**config.mk**
```make
export PLATFORM = sky130hd
export DESIGN_NAME = free_list_flat
export DESIGN_NICKNAME = d
export VERILOG_FILES = /design/src/rtl/sys_defs.sv /design/src/rtl/free_list_if.sv /design/src/rtl/free_list.sv /design/src/flat_wrapper.sv
export SDC_FILE = /design/constraint.sdc
export NUM_CORES = 1
export LEC_CHECK = 0
export CAP_MARGIN = 10
export CORE_MARGIN = 5
export CORE_UTILIZATION = 55
export CTS_BUF_LIST = sky130_fd_sc_hd__clkbuf_4
export CTS_CLUSTER_DIAMETER = 60
export DETAILED_ROUTE_END_ITERATION = 8
export PLACE_DENSITY = 0.73
export SETUP_SLACK_MARGIN = 0.05
export SYNTH_ARGS = -nofsm -noshare
export SYNTH_HDL_FRONTEND = slang
export SYNTH_SLANG_ARGS = --single-unit
export TNS_END_PERCENT = 50
```
**constraint.sdc**
```tcl
create_clock -name clock -period 5.6 [get_ports clock]
set_clock_uncertainty 0.05 [all_clocks]
set_input_delay 1.12 -clock clock [delete_from_list [all_inputs] [get_ports clock]]
set_output_delay 1.12 -clock clock [all_outputs]
set_load 0.01 [all_outputs]
```
**src/rtl/sys_defs.sv**
```systemverilog
// Shared rename-path definitions: free-list sizing, tag/pointer types and packet structs.
package sys_defs;

  localparam int NUM_PR   = 64;
  localparam int NUM_ARCH = 32;
  localparam int NUM_FL   = NUM_PR - NUM_ARCH;  // must be a power of 2
  localparam int PR_IDX_W = $clog2(NUM_PR);
  localparam int FL_IDX_W = $clog2(NUM_FL);
  localparam int FL_PTR_W = FL_IDX_W + 1;       // extra MSB is the wrap bit

  typedef logic [PR_IDX_W-1:0] pr_tag_t;
  typedef logic [FL_PTR_W-1:0] fl_ptr_t;

  typedef struct packed {
    logic    dispatch;
    logic    retire;
    pr_tag_t T_old;
    logic    rollback;
    fl_ptr_t rollback_head;
  } FL_PACKET_IN;

  typedef struct packed {
    pr_tag_t T;
    fl_ptr_t head;
    logic    empty;
    fl_ptr_t count;
  } FL_PACKET_OUT;

endpackage

```
**src/rtl/free_list_if.sv**
```systemverilog
// Rename-stage <-> free-list port bundle. Inputs are sampled on the rising clock edge;
// T_out/head_out/empty/count_out are combinational views of the current head state.
interface free_list_if;
  import sys_defs::*;

  logic    en;
  logic    dispatch_en;
  logic    retire_en;
  pr_tag_t T_old_in;
  logic    rollback_en;
  fl_ptr_t rollback_head_in;
  pr_tag_t T_out;
  fl_ptr_t head_out;
  logic    empty;
  fl_ptr_t count_out;

  modport master (
    output en, dispatch_en, retire_en, T_old_in, rollback_en, rollback_head_in,
    input  T_out, head_out, empty, count_out
  );

  modport slave (
    input  en, dispatch_en, retire_en, T_old_in, rollback_en, rollback_head_in,
    output T_out, head_out, empty, count_out
  );

endinterface

```
**src/rtl/free_list.sv**
```systemverilog
// Circular free list of physical register tags with checkpoint rollback of the head pointer.
// Optional FREELIST_BYPASS_EN forwards a retiring tag straight to dispatch when the list is empty.
module free_list
  import sys_defs::*;
(
  input  logic      clock,
  input  logic      reset,
  free_list_if.slave fl
);

  FL_PACKET_IN  in_pkt;
  FL_PACKET_OUT out_pkt;

  pr_tag_t entry_q [NUM_FL];
  pr_tag_t entry_d [NUM_FL];
  fl_ptr_t head_q, head_d;
  fl_ptr_t tail_q, tail_d;
  fl_ptr_t count;
  logic    empty_raw;
  logic    pop;
  logic    push;
  logic    bypass;

  assign in_pkt = '{dispatch:      fl.dispatch_en,
                    retire:        fl.retire_en,
                    T_old:         fl.T_old_in,
                    rollback:      fl.rollback_en,
                    rollback_head: fl.rollback_head_in};

  always_comb begin
    count     = tail_q - head_q;
    empty_raw = (count == '0);
`ifdef FREELIST_BYPASS_EN
    bypass    = empty_raw && fl.en && in_pkt.retire && in_pkt.dispatch && !in_pkt.rollback;
`else
    bypass    = 1'b0;
`endif
    pop  = fl.en && in_pkt.dispatch && !empty_raw && !in_pkt.rollback;
    // A bypassed tag goes straight to dispatch, so it never enters storage.
    push = fl.en && in_pkt.retire && !bypass;

    head_d = head_q;
    if (fl.en && in_pkt.rollback) begin
      head_d = in_pkt.rollback_head;
    end else if (pop) begin
      head_d = head_q + fl_ptr_t'(1);
    end

    tail_d  = push ? tail_q + fl_ptr_t'(1) : tail_q;
    entry_d = entry_q;
    if (push) begin
      entry_d[tail_q[FL_IDX_W-1:0]] = in_pkt.T_old;
    end

    out_pkt.T     = bypass ? in_pkt.T_old : entry_q[head_q[FL_IDX_W-1:0]];
    out_pkt.head  = head_q;
    out_pkt.empty = empty_raw && !bypass;
    out_pkt.count = count;
  end

  always_ff @(posedge clock or negedge reset) begin
    if (!reset) begin
      head_q <= '0;
      tail_q <= fl_ptr_t'(NUM_FL);
      for (int i = 0; i < NUM_FL; i++) begin
        entry_q[i] <= pr_tag_t'(NUM_ARCH + i);
      end
    end else begin
      head_q  <= head_d;
      tail_q  <= tail_d;
      entry_q <= entry_d;
    end
  end

  assign fl.T_out     = out_pkt.T;
  assign fl.head_out  = out_pkt.head;
  assign fl.empty     = out_pkt.empty;
  assign fl.count_out = out_pkt.count;

endmodule
```
**src/flat_wrapper.sv**
```systemverilog
// flat-port wrapper written by rule: the top's interface ports become plain ports
module free_list_flat import sys_defs::*;
  (clock, reset, fl_en, fl_dispatch_en, fl_retire_en, fl_T_old_in, fl_rollback_en, fl_rollback_head_in, fl_T_out, fl_head_out, fl_empty, fl_count_out);
  free_list_if fl_i ();
  input  logic clock;
  input  logic reset;
  input wire logic [$bits(fl_i.en)-1:0] fl_en;
  input wire logic [$bits(fl_i.dispatch_en)-1:0] fl_dispatch_en;
  input wire logic [$bits(fl_i.retire_en)-1:0] fl_retire_en;
  input wire logic [$bits(fl_i.T_old_in)-1:0] fl_T_old_in;
  input wire logic [$bits(fl_i.rollback_en)-1:0] fl_rollback_en;
  input wire logic [$bits(fl_i.rollback_head_in)-1:0] fl_rollback_head_in;
  output wire logic [$bits(fl_i.T_out)-1:0] fl_T_out;
  output wire logic [$bits(fl_i.head_out)-1:0] fl_head_out;
  output wire logic [$bits(fl_i.empty)-1:0] fl_empty;
  output wire logic [$bits(fl_i.count_out)-1:0] fl_count_out;
  assign fl_i.en = fl_en;
  assign fl_i.dispatch_en = fl_dispatch_en;
  assign fl_i.retire_en = fl_retire_en;
  assign fl_i.T_old_in = fl_T_old_in;
  assign fl_i.rollback_en = fl_rollback_en;
  assign fl_i.rollback_head_in = fl_rollback_head_in;
  assign fl_T_out = fl_i.T_out;
  assign fl_head_out = fl_i.head_out;
  assign fl_empty = fl_i.empty;
  assign fl_count_out = fl_i.count_out;
  free_list u_core (.clock(clock), .reset(reset), .fl(fl_i));
endmodule
```
* Word-level counts from Yosys, hierarchy flattened
Index checks and enable logic that the tools add are counted.
** Word-level totals
- Bits in registers :: 204
** Operators by class
- $lt $le $gt $ge :: 3
- Mux-type cells :: 8
- Reduce and logical (&&, ||, !) cells :: 10
- Bitwise operators :: 2
- Add/sub/neg operators :: 3
** Operator list (count)
- bitwise mux 192 bit :: 1
- binary-select mux 6 bit (select 5 bit) :: 1
- demux 6 bit (select 5 bit) :: 1
- two-way mux 6 bit :: 5
- adder 6 x 1 -> 6 bit, second input constant :: 2
- greater-or-equal comparator 6 bit, second input constant :: 2
- NOT 5 -> 6 bit :: 2
- logical AND 1 bit :: 6
- zero test 6 bit :: 1
- less-than comparator 6 x 1 -> 1 bit, second input constant :: 1
- subtractor 6 bit :: 1
- zero test 1 bit :: 2
- nonzero test 2 bit :: 1

* Depth between registers and ports, before layout
- Depth after elaboration :: 7
- Mapped depth :: 10
- Mapped depth without buffers :: 9

* Worst setup path before layout
No wires, ideal clock.
- Path kind :: flip-flop to output port
- Start :: reg u_core.head_q[2], in the netlist u_core.fl.head_out[2]
- End :: out fl_empty
- Data required time :: 4.430 ns
- Stages on the path, launching flop included :: 10
- Setup slack :: 1.742 ns
- Buffers on the path :: 2
- Data arrival time :: 2.688 ns
- Cells stage by stage :: dfrtp_1 > clkbuf_1 > buf_1 > inv_1 > ha_1 > or2_1 > o221a_4 > a31o_4 > or2_2 > nor3_1
** Between the ends
- Word-level cells in the longest chain between the ends :: 2
** RTL lines
- start: declaration :: line free_list.sv:16 : fl_ptr_t head_q, head_d;
- start signal: assignment :: line free_list.sv:63 : head_q <= '0;
- start signal: assignment :: line free_list.sv:69 : head_q <= head_d;
- subtractor 6 bit :: line free_list.sv:31 : count = tail_q - head_q;
- via fl_count_out[5] :: line flat_wrapper.sv:16 : output wire logic [$bits(fl_i.count_out)-1:0] fl_count_out;
- zero test 6 bit :: line free_list.sv:32 : empty_raw = (count == '0);
- end: declaration :: line flat_wrapper.sv:15 : output wire logic [$bits(fl_i.empty)-1:0] fl_empty;
The timed path passes the listed nets, and every way through them passes these cells.

* Worst setup path in the final report
- Start :: reg u_core.head_q[1], in the netlist u_core.fl.head_out[1]
- End :: out fl_T_out[1]
** Between the ends
- Word-level cells in the longest chain between the ends :: 4
** RTL lines
- NOT 5 -> 6 bit (implied by the code) :: line free_list.sv:55 : out_pkt.T = bypass ? in_pkt.T_old : entry_q[head_q[FL_IDX_W-1:0]];
- binary-select mux 6 bit (select 5 bit) :: line free_list.sv:55
- two-way mux 6 bit (implied by the code) (2 in a row) :: line free_list.sv:55
- end: declaration :: line flat_wrapper.sv:13 : output wire logic [$bits(fl_i.T_out)-1:0] fl_T_out;
Every way passes these cells. The select of a mux whose other input is x is not followed.

==> reports/results.ini <==
[setup_path]
cp_slowest_cell = dfrtp_2
critPathRequiredTime_ps = 4430
crit_path_end_kind = primary output
crit_type = reg -> out
path_cells = buf_4 > mux4_2 > mux4_2 > nand2_1 > nand2_1 > clkdlybuf4s50_1
critical_path_buf_inv_count = 2
crit_arrival_ps = 3680
worstPathMaxFanout = 34
worstSetupStartpointType = flip-flop
critPathMaxStageDelay_ps = 760
cp_top_family = buffers and inverters

[power_and_ir_drop]
ir_worst_vdd_uv = 327
p_leak_nw = 4.79
p_per_area_nw_per_um2 = 488

[timing]
rsz0062_at_grt = false
max_freq_mhz = 206
drv_slew = 0
hold_viol = 0
setup_tns_ps = 0
maxSlewHeadroom = 0.142
worstMarginPinSlew_ps = 1280
fin_crit_sh = 0.866
finalSetupViolCount = 0
period_needed_ps = 4850

[detailed_routing]
wl_per_cell_um = 22.5
remaining_drc_errors = 0
drt-initial-drc-count = 327
dr.pass1.iters = 4
via_per_inst = 5.94
vias = 5813
ant_nets = 0
routed_wl_mm = 22.0

[synthesis]
synth.cell_area_um2 = 9840
synth_warnings = 0
synthesis.nets = 679
syn_area_per_cell_um2 = 15.1
synth-edff-count = 0
ys_seq_area_frac = 0.533
synth_cell_types = 43
synth_flop_cell = dfstp_2
ys_async_sr_fraction = 1.00
yosys_register_bits = 204
synthCells = 650

[floorplanning]
core_area_um2 = 17800
pin_count = 37
num_rows = 49
die_w_um = 144
dieArea_um2 = 20700
die-height_um = 144
start_util = 0.554

[clock_network]
clockBufferDepth = 3
cts.sinks = 204
cts_tree = yes
numCtsBuffers = 51
postCtsSetupRepairBufs = 0
path_clk_slew_ps = 60
cts_resized = 0
cts_hold_buf = 0
clock-root-buffer = clkbuf_4
h-tree-depth = 2
clkLatencyLatePin_ps = 650

[layout]
final_util = 0.629
fin_area_um2 = 11200
diodes = 0
layout_common_cells = mux2_2, dfstp_2, clkbuf_4, dfrtp_1, mux4_2
multi_input_area_um2 = 4410
nets = 737
ff_latch_area_um2 = 5250
mostFrequentLayoutCell = mux2_2
fill_cells = 1339
drive_gt1_frac = 0.635
synthToLayoutAreaGrowth_pct = 13.7

[global_routing]
grt_pass1_vias = 6271
antenna_found_initial = 0
grt_pass1_wl_mm = 35.3
grt_max_degree = 104
grt-ovfl-total = 0
grt_use_total = 0.224

[flow_run]
maxCapViolations = 0

[placed_design]
dp.final_hpwl_mm = 14.4
portBuffers = 36
placed_cell_area_um2 = 10400
finalWeightedCongestion = 0.818

[status]
status = complete, no violations

[hold_path]
hold_class = reg -> reg

[routing by layer]
layer  GRT usage  vias to the layer above  part of all wire
met3      0.0552                       31             0.073
met2       0.355                      172              0.49
li1            -                     2558                 -
met5           0                        -                 0
met1       0.308                     3052              0.42
met4      0.0719                        0             0.021
[synth_stat cells (3+ instances only)]
| library cell | n | area [um^2] |
|---|---|---|
| a21oi_1 | 4 | 20.0 |
| and2_1 | 4 | 25.0 |
| and3_1 | 4 | 25.0 |
| buf_2 | 6 | 30.0 |
| clkbuf_1 | 32 | 120 |
| dfrtp_1 | 91 | 2280 |
| dfstp_2 | 113 | 2970 |
| ha_1 | 10 | 125 |
| inv_1 | 9 | 33.8 |
| mux2_2 | 192 | 2160 |
| mux4_2 | 60 | 1350 |
| nand2_1 | 46 | 173 |
| nand3_1 | 7 | 35.0 |
| nand3b_1 | 3 | 22.5 |
| nor2_1 | 23 | 86.3 |
| nor3b_1 | 3 | 22.5 |
| xnor2_1 | 5 | 43.8 |
| xor2_1 | 4 | 35.0 |
[state kept, by name (all words and copies together) (netlist names)]
| register | count |
|---|---|
| u_core.entry_q | 192 |
| u_core.fl.head_out | 6 |
| u_core.tail_q | 6 |
[per-stage QoR]
step	hold WS [ps]	worst slack, ps	total power, mW	std cells
CTS	456	713	5.50	976
finish	454	751	5.46	979
global placement	432	1420	4.09	881
floorplan	424	1740	3.55	650
global route	468	623	5.78	979
detailed placement	439	1410	4.18	881
[power breakdown]
| group | leakage (nW) | internal (mW) | switching (mW) |
|---|---|---|---|
| logic | 2.00 | 1.00 | 0.742 |
| clock network | 0.429 | 0.730 | 0.576 |
| registers | 2.36 | 2.07 | 0.334 |
[path summary, 6_finish.rpt]
path	start	to	slack [ps]	depth (start not counted)
min in group asynchronous	reset	u_core.entry_q[172]$_DFFE_PN0P_	510	1
max in group asynchronous	reset	u_core.fl.head_out[0]$_DFFE_PN0P_	3960	2
min reg2reg	u_core.entry_q[134]$_DFFE_PN0P_	u_core.entry_q[134]$_DFFE_PN0P_	450	1
min	u_core.entry_q[134]$_DFFE_PN0P_	u_core.entry_q[134]$_DFFE_PN0P_	450	1
max reg2reg	u_core.fl.head_out[0]$_DFFE_PN0P_	u_core.fl.head_out[4]$_DFFE_PN0P_	2480	8
max	u_core.fl.head_out[1]$_DFFE_PN0P_	fl_T_out[1]	750	6
[layout make-up]
type / count / share of cell area
Sequential cell: 204 / 0.469
Multi-Input combinational cell: 397 / 0.394
Clock buffer: 92 / 0.0617
Timing Repair Buffer: 45 / 0.0448
Tap cell: 229 / 0.0256
Inverter: 9 / 0.00302
Clock inverter: 3 / 0.00179
[cells by family (layout without fill, tap and decap cells)]
group,count (synthesis),after routing,synth area share
adders and majority gates,11,11,0.0147
buffers and inverters,49,149,0.0194
AOI/OAI and AO/OA,21,21,0.0192
DFF,204,204,0.533
muxes,253,253,0.358
xor gates and xnor gates,9,9,0.00801
and+or+nand+nor,103,103,0.0478
Power figures use the tool's default switching activity.
